===== src/rtl/instr_encoder_pkg.sv =====
// Shared definitions for the RV32I instruction encoder: format selects,
// opcode constants, the NOP word and the packed input-field bundle.
package instr_encoder_pkg;

    // Format select values carried on type_i; 3'd6 and 3'd7 are undefined.
    typedef enum logic [2:0] {
        RTYPE = 3'd0,
        ITYPE = 3'd1,
        STYPE = 3'd2,
        BTYPE = 3'd3,
        UTYPE = 3'd4,
        JTYPE = 3'd5
    } instr_type_e;

    // addi x0, x0, 0
    localparam logic [31:0] NopInstr = 32'h0000_0013;

    localparam logic [6:0] OpLui    = 7'h37;
    localparam logic [6:0] OpAuipc  = 7'h17;
    localparam logic [6:0] OpJal    = 7'h6F;
    localparam logic [6:0] OpJalr   = 7'h67;
    localparam logic [6:0] OpBranch = 7'h63;
    localparam logic [6:0] OpLoad   = 7'h03;
    localparam logic [6:0] OpStore  = 7'h23;
    localparam logic [6:0] OpImm    = 7'h13;
    localparam logic [6:0] OpReg    = 7'h33;

    typedef struct packed {
        logic [6:0]  opcode;
        logic [2:0]  funct3;
        logic [6:0]  funct7;
        logic [4:0]  rd;
        logic [4:0]  rs1;
        logic [4:0]  rs2;
        logic [31:0] imm;
    } fields_t;

endpackage


===== src/rtl/instr_pack.sv =====
// Combinational field packer: maps decoded fields plus format select to a
// 32-bit RV32I word and an immediate-range error flag.
// Macro IMM_RANGE_CHECK_EN enables the range checker; otherwise err_o is 0.
module instr_pack
    import instr_encoder_pkg::*;
(
    input  logic [2:0]  type_i,
    input  fields_t     fields_i,
    output logic [31:0] instr_o,
    output logic        err_o
);

    logic [31:0] imm;
    assign imm = fields_i.imm;

    // Bit packing per format; undefined formats fall back to a NOP.
    always_comb begin
        instr_o = NopInstr;
        case (type_i)
            RTYPE: instr_o = {fields_i.funct7, fields_i.rs2, fields_i.rs1,
                              fields_i.funct3, fields_i.rd, fields_i.opcode};
            ITYPE: instr_o = {imm[11:0], fields_i.rs1, fields_i.funct3,
                              fields_i.rd, fields_i.opcode};
            STYPE: instr_o = {imm[11:5], fields_i.rs2, fields_i.rs1,
                              fields_i.funct3, imm[4:0], fields_i.opcode};
            BTYPE: instr_o = {imm[12], imm[10:5], fields_i.rs2, fields_i.rs1,
                              fields_i.funct3, imm[4:1], imm[11], fields_i.opcode};
            UTYPE: instr_o = {imm[31:12], fields_i.rd, fields_i.opcode};
            JTYPE: instr_o = {imm[20], imm[10:1], imm[11], imm[19:12],
                              fields_i.rd, fields_i.opcode};
            default: instr_o = NopInstr;
        endcase
    end

`ifdef IMM_RANGE_CHECK_EN
    // An immediate fits when every bit above the format's sign bit matches it.
    logic fits_12;
    logic fits_13;
    logic fits_21;
    assign fits_12 = (&imm[31:11]) || !(|imm[31:11]);
    assign fits_13 = (&imm[31:12]) || !(|imm[31:12]);
    assign fits_21 = (&imm[31:20]) || !(|imm[31:20]);

    // Range check per format; undefined formats are always flagged.
    always_comb begin
        err_o = 1'b0;
        case (type_i)
            RTYPE:        err_o = 1'b0;
            ITYPE, STYPE: err_o = !fits_12;
            BTYPE:        err_o = !fits_13 || imm[0];
            UTYPE:        err_o = |imm[11:0];
            JTYPE:        err_o = !fits_21 || imm[0];
            default:      err_o = 1'b1;
        endcase
    end
`else
    assign err_o = 1'b0;
`endif

endmodule


===== src/rtl/instr_encoder.sv =====
// RV32I instruction encoder top: valid/ready input, one registered output
// stage and a wrapping word-address counter tagged to each emitted word.
// Macro IMM_RANGE_CHECK_EN (in instr_pack) enables immediate range checking.
module instr_encoder
    import instr_encoder_pkg::*;
#(
    parameter int unsigned ADDR_W     = 10,
    parameter int unsigned START_ADDR = 0
) (
    input  logic              clk_i,
    input  logic              rst_ni,
    input  logic              clear_i,
    input  logic              valid_i,
    output logic              ready_o,
    input  logic [2:0]        type_i,
    input  logic [6:0]        opcode_i,
    input  logic [2:0]        funct3_i,
    input  logic [6:0]        funct7_i,
    input  logic [4:0]        rd_i,
    input  logic [4:0]        rs1_i,
    input  logic [4:0]        rs2_i,
    input  logic [31:0]       imm_i,
    output logic              valid_o,
    input  logic              ready_i,
    output logic [31:0]       instr_o,
    output logic [ADDR_W-1:0] addr_o,
    output logic              err_o
);

    localparam logic [ADDR_W-1:0] StartAddr = ADDR_W'(START_ADDR);

    fields_t     fields;
    logic [31:0] pack_instr;
    logic        pack_err;
    logic        accept;

    logic              valid_d, valid_q;
    logic [31:0]       instr_d, instr_q;
    logic              err_d, err_q;
    logic [ADDR_W-1:0] addr_d, addr_q;
    logic [ADDR_W-1:0] cnt_d, cnt_q;

    assign fields = '{opcode: opcode_i, funct3: funct3_i, funct7: funct7_i,
                      rd: rd_i, rs1: rs1_i, rs2: rs2_i, imm: imm_i};

    instr_pack u_pack (
        .type_i   (type_i),
        .fields_i (fields),
        .instr_o  (pack_instr),
        .err_o    (pack_err)
    );

    assign ready_o = !valid_q || ready_i;
    assign accept  = valid_i && ready_o;

    // Next-state: clear beats accept; accept loads a fresh word and bumps the counter.
    always_comb begin
        valid_d = valid_q;
        instr_d = instr_q;
        err_d   = err_q;
        addr_d  = addr_q;
        cnt_d   = cnt_q;
        if (clear_i) begin
            valid_d = 1'b0;
            instr_d = '0;
            err_d   = 1'b0;
            addr_d  = StartAddr;
            cnt_d   = StartAddr;
        end else if (accept) begin
            valid_d = 1'b1;
            instr_d = pack_instr;
            err_d   = pack_err;
            addr_d  = cnt_q;
            cnt_d   = cnt_q + 1'b1;
        end else if (valid_q && ready_i) begin
            valid_d = 1'b0;
        end
    end

    // Output stage and address counter with synchronous active-low reset.
    always_ff @(posedge clk_i) begin
        if (!rst_ni) begin
            valid_q <= 1'b0;
            instr_q <= '0;
            err_q   <= 1'b0;
            addr_q  <= StartAddr;
            cnt_q   <= StartAddr;
        end else begin
            valid_q <= valid_d;
            instr_q <= instr_d;
            err_q   <= err_d;
            addr_q  <= addr_d;
            cnt_q   <= cnt_d;
        end
    end

    assign valid_o = valid_q;
    assign instr_o = instr_q;
    assign err_o   = err_q;
    assign addr_o  = addr_q;

endmodule


===== config.mk =====
export PLATFORM = sky130hd
export DESIGN_NAME = instr_encoder
export DESIGN_NICKNAME = d
export VERILOG_FILES = /design/src/rtl/instr_encoder_pkg.sv /design/src/rtl/instr_pack.sv /design/src/rtl/instr_encoder.sv
export SDC_FILE = /design/constraint.sdc
export NUM_CORES = 1
export LEC_CHECK = 0
export CORE_ASPECT_RATIO = 2
export CORE_MARGIN = 2
export CORE_UTILIZATION = 45
export DETAILED_ROUTE_END_ITERATION = 8
export PLACE_DENSITY_LB_ADDON = 0.05
export SLEW_MARGIN = 5
export SYNTH_ARGS = -nofsm -noshare
export SYNTH_HDL_FRONTEND = slang
export SYNTH_HIERARCHICAL = 1
export SYNTH_SLANG_ARGS = --single-unit

===== constraint.sdc =====
create_clock -name clk_i -period 3.63 [get_ports clk_i]
set_input_delay 0.363 -clock clk_i [delete_from_list [all_inputs] [get_ports clk_i]]
set_output_delay 0.363 -clock clk_i [all_outputs]
set_load 0.05 [all_outputs]

==> results of run 1 <==
## final cells by class
| type | instances | area, sq um |
|---|---|---|
| flip-flops and latches | 54 | 1080 |
| inverters | 10 | 37.5 |
| repair buffers | 120 | 1200 |
| clock buffers | 5 | 68.8 |
| clock inverters | 3 | 23.8 |
| multi-input cells | 244 | 1280 |
| fillers | 485 | 1650 |
| well taps | 60 | 75.1 |
## metal layers
| layer | vias to the layer above | global-route usage |
|---|---|---|
| li1 | 1327 | - |
| met1 | 1229 | 0.243 |
| met2 | 85 | 0.429 |
| met3 | 8 | 0.0338 |
| met4 | 0 | 0.0781 |
| met5 | - | 0 |
## registers in the layout, summed over array words and instances, names as in the netlist
name / count
addr_o: 10
cnt_q: 10
err_o: 1
instr_o: 32
valid_o: 1
## report_power, final
group,internal [uW],switching [uW]
Combinational,128,134
Clock,138,207
Sequential,604,6.71
## critical path, delay by kind of cell
kind	cells	cell delay [ns]
buffers and inverters	2	1.33
AND/OR/NAND/NOR	1	0.30
## cells by family (layout without fill, tap and decap cells)
family,after synthesis,in the layout,synth area share
AND/OR/NAND/NOR,135,135,0.227
other,1,1,0.00148
XOR/XNOR,5,5,0.0173
buffers and inverters,35,138,0.0710
AO/OA/AOI/OAI,96,96,0.226
flip-flops,54,54,0.426
multiplexers,6,6,0.0261
adder cells (fa/ha/maj),1,1,0.00493
## stage by stage
stage          cell area (sq um)  setup slack (ns)  std cells   util  hold slack (ns)
4_1_cts                     3770              1.26        496  0.695            0.461
3_3_place_gp                3680              1.28        488  0.678            0.442
5_1_grt                     3770              1.18        496  0.695            0.478
3_5_place_dp                3680              1.21        488  0.678            0.447
2_1_floorplan               2540              1.99        333      -            0.437
6_report                    3770              1.28        496  0.695            0.459
## cells in the final DEF, fill, tap and decap left out, drive strengths merged
| cell type | Yosys | final |
|---|---|---|
| xor2 | 3 | 3 |
| xnor2 | 2 | 2 |
| clkinvlp | 0 | 2 |
| nand4 | 2 | 2 |
| conb | 1 | 1 |
| mux2i | 4 | 4 |
| nor2b | 2 | 2 |
| a22o | 6 | 6 |
| ha | 1 | 1 |
| or3 | 4 | 4 |
| clkbuf | 5 | 5 |
| mux2 | 2 | 2 |
| a21oi | 50 | 50 |
| and2 | 6 | 6 |
| nor2 | 7 | 7 |
| o22ai | 6 | 6 |
| o21ai | 13 | 13 |
| inv | 10 | 11 |
| nand3 | 4 | 4 |
| clkdlybuf4s50 | 0 | 116 |
| and3 | 2 | 2 |
| buf | 20 | 4 |
| and4 | 1 | 1 |
| o2bb2ai | 4 | 4 |
| dfxtp | 54 | 54 |
| o311a | 1 | 1 |
| a22oi | 16 | 16 |
| nand2 | 102 | 102 |
| nand2b | 5 | 5 |
## worst paths after layout
check | end | slack, ns
worst max register to register | instr_o[23] | 1.80
worst min register to register | addr_o[7] | 0.46
worst max-delay path | ready_o | 1.28
worst min-delay path | addr_o[7] | 0.46
==> metrics.txt, run 1 <==
run status=finished, final reports clean; GP Congestion=between 0.8 and 0.9; routed wl met2=between 4000 and 5000 um; CTS buffer count=5; Post-Syn Instances=around 330; Worst path slowest cell=clkdlybuf4s50_1; Clock transition at path regs=~0.090 ns; Final Hold Fails=0; Initial DRC Count=76; setup bufs post-CTS=0; met3 routed wirelength=329 um; Final period util=0.648; slowest stage delay, CP=between 0.8 and 0.9 ns; crit path cell chain=clkdlybuf4s50_1 -> nand2b_1 -> clkdlybuf4s50_1; Layout Nets=508; Critical Path Start Type=primary input; Ant. Diodes=0; Worst Reg-to-Reg Cells=5; clock sink count=54; Avg WL per Cell=~14 um; via count=about 2.6k; Total GRT Usage=0.224; Die H=around 110 um; Worst VDD drop=between 0.3 and 0.4 mV; Area contributors post-synth=dfxtp_1 43%, nand2_1 15%, a21oi_1 9.7%; Most common cell on crit path=clkdlybuf4s50_1; CP max FO=10; IO Pins=between 100 and 150; Hold Crit Class=register to register; top cell type's share of synthesized area=0.426; vias in the first global route=around 2.5k; Crit. Startpoint=ready_i; TritonCTS clock tree=done; largest net degree at the start of global routing=55; Synth area leader=dfxtp_1; starting density of the core=0.468; Slew Limit Fails=0; relative slew slack=0.278; grt ovf=0; Synth Net Count=~410; worst hold start=addr_o[7]; setup TNS=0 ns; Primary FF master, synth=dfxtp_1; # DRC=0; Tightest Pin Transition=around 1.1 ns; critical path required time=around 3.3 ns; first-pass GRT wire length=approximately 11000 um; clock skew=about 0.013 ns; DR vias/cell=roughly 5.3; unrepaired setup endpoints after global routing=false; core area=~5400 sq um; EDFF count, synth=0; root buffer cell=clkbuf_8; CTS Hold Bufs=0; synth warn=6; setup violators final=0; PD cells=approximately 320 nW/um^2; max layer used=met4; minimum clock period=~2.4 ns; mapped cell area=2540 sq um; leak pwr=0.00134 uW; Tot Pwr=1220 uW; Unique masters post-synth=35; nature of the critical path endpoint=output pin; Die W=between 50 and 60 um; post-DP HPWL=between 5000 and 6000 um; H-tree depth=2; synth cell count leaders=102 x nand2_1, 54 x dfxtp_1, 49 x a21oi_1; hold depth=2; RR Startpoint=valid_o; Layout area overhead=48.5%; final antenna-violating net count=0; drt total wl=7050 um; post-synthesis async set-or-reset flop share=0; row cnt=38; syn_area_per_cell=7.62 sq um; antenna violations before repair=0; WP data arrival=just under 2 ns; IO Port Bufs=approximately 120; Fmax=roughly 420 MHz; CTS-repair resized insts=0; Die Area=6290 sq um; DRT Pass-1 Iters=4; maximum clock path buffer count=2; Routed met1 length=2570 um; worst skew pair latency=0.31 ns; layout cells sized above 1=0.0413; Max Cap Violations=0; count leader, synth=nand2_1; #FFs+latches synth=54; Setup CP Type=primary input to output pin; sequential element share of the synthesized area=0.426
No activity file was read; power rests on OpenSTA's default activity.
==> inputs of run 2 (changes only) <==
--- a/config.mk
+++ b/config.mk
@@ -7,7 +7,7 @@
 export LEC_CHECK = 0
 export CORE_ASPECT_RATIO = 2
 export CORE_MARGIN = 2
-export CORE_UTILIZATION = 45
+export CORE_UTILIZATION = 41
 export DETAILED_ROUTE_END_ITERATION = 8
 export PLACE_DENSITY_LB_ADDON = 0.05
 export SLEW_MARGIN = 5
==> constraint.sdc (replaced) <==
create_clock -name clk_i -period 2.45 [get_ports clk_i]
set_input_delay 0.245 -clock clk_i [delete_from_list [all_inputs] [get_ports clk_i]]
set_output_delay 0.245 -clock clk_i [all_outputs]
set_load 0.05 [all_outputs]
==> run 2 against run 1 <==
- critical path depth unchanged
- global-route usage decreased by 0.37 points
- via count decreased by 0.45%
- combinational power increased by 52%
- design area increased by 3.3%
- register-to-register slack got worse by 0.72 ns
- clock power increased by 130%
- hold slack got worse by 0.0061 ns
- highest routed layer unchanged
==> metrics.txt, run 2 (synthesis gave the netlist of run 1 again) <==
run status=finished, final reports clean; Initial DRC Count=112; IO Port Bufs=around 120; Clock transition at path regs=roughly 0.070 ns; layout cells sized above 1=0.0563; leak pwr=around 0.0014 uW; Routed met1 length=between 2000 and 3000 um; GP Congestion=roughly 0.85; PD cells=roughly 540 nW/um^2; clock power share=0.382; maximum clock path buffer count=2; Ant. Diodes=0; final core utilization=0.648; placed cell area=around 3700 sq um; Final Hold Fails=0; CTS-repair resized insts=0; worst skew pair latency=slightly below 0.3 ns; relative slew slack=0.607; minimum clock period=about 1.9 ns; final instance area=between 3000 and 4000 sq um; critical path required time=~2.2 ns; setup TNS=0 ns; drt total wl=7270 um; nature of the critical path endpoint=output pin; TritonCTS clock tree=done; Tightest Pin Transition=just under 0.6 ns; hold depth=2; commonest non-fill, non-tap cells in the layout=116 x clkdlybuf4s50_1, 102 x nand2_1, 54 x dfxtp_1, 49 x a21oi_1, 16 x a22oi_1; Avg WL per Cell=14.3 um; Layout area overhead=53.5%; unrepaired setup endpoints after global routing=false; root buffer cell=clkbuf_16; commonest non-fill, non-tap cell in the layout=clkdlybuf4s50_1; Sw Share=0.253; clock sink count=54; final antenna-violating net count=0; post-DP HPWL=about 5300 um; DR vias/cell=~5.2; CP max FO=2; max reg flops=32; P_sw=534 uW; Hold Crit Class=register to register; CTS buffer count=5; IO Pins=~120; Gate power share=0.189; Worst Reg-to-Reg Cells=4; Critical Path Start Type=primary input; largest net degree at the start of global routing=55; Die W=a little under 60 um; H-tree depth=2; register share of total power=0.429; Power Internal=between 1500 and 2000 uW; vias in the first global route=around 2.6k; row cnt=40; first-pass GRT wire length=between 10000 and 15000 um; Die H=115 um; met3 routed wirelength=about 370 um; routed wl met2=just over 4000 um; setup bufs post-CTS=0; Total GRT Usage=0.220; Max Cap Violations=0; Fmax=between 500 and 600 MHz; CTS Hold Bufs=0; setup violators final=0; max layer used=met4; WP data arrival=about 1.6 ns; crit path cell chain=clkdlybuf4s50_1 -> nand2b_1 -> clkdlybuf4s50_1; Worst VDD drop=0.402 mV; Setup CP Type=primary input to output pin; WHS=between 0.4 and 0.5 ns; clock skew=~0.0040 ns; Slew Limit Fails=0; Worst path slowest cell=clkdlybuf4s50_1; via count=approximately 2.6k; Layout Nets=between 500 and 600; Most common cell on crit path=clkdlybuf4s50_1; slowest stage delay, CP=around 0.80 ns; Die Area=about 6900 sq um; antenna violations before repair=0; Tot Pwr=roughly 2100 uW; # DRC=0; core area=6010 sq um; grt ovf=0; starting density of the core=0.423; Final period util=0.758; DRT Pass-1 Iters=4
-- run 2: cell type report --
class | instances | area [sq um]
tap | 63 | 78.8
multi-input combinational | 244 | 1280
inverter | 10 | 37.5
sequential | 54 | 1080
fill | 548 | 2110
clock inverter | 2 | 37.5
clock buffer | 6 | 129
timing repair buffer | 128 | 1250
-- run 2: worst max-delay path, delay by kind of cell --
kind / cells / cell delay (ns)
buffers and inverters: 2 / 1.24
AND/OR/NAND/NOR: 1 / 0.12
-- run 2: power by group through the flow --
stage          Combinational, uW  Clock [uW]  Sequential [uW]
2_1_floorplan                153           0              983
3_3_place_gp                 395           0              925
3_5_place_dp                 398           0              926
4_1_cts                      400         826              905
5_1_grt                      427         856              907
6_report                     398         805              905
-- run 2: through the flow --
stage / setup WS [ns] / cells
final: 0.594 / 507
after global routing: 0.538 / 507
after CTS: 0.581 / 507
after detailed placement: 0.580 / 499
after global placement: 0.609 / 499
after floorplan: 0.814 / 333
-- run 2: path summary, 6_finish.rpt --
path,startpoint,end,slack (ns)
setup / recovery,ready_i,ready_o,0.59
hold / removal,instr_o[0],instr_o[0],0.45
hold reg to reg,instr_o[0],instr_o[0],0.45
setup reg to reg,cnt_q[0],cnt_q[9],1.08
-- run 2: layer usage --
metal | vias up | GRT usage
met5 | - | 0
met4 | 0 | 0.0978
met3 | 10 | 0.0506
met2 | 75 | 0.401
met1 | 1209 | 0.229
li1 | 1343 | -
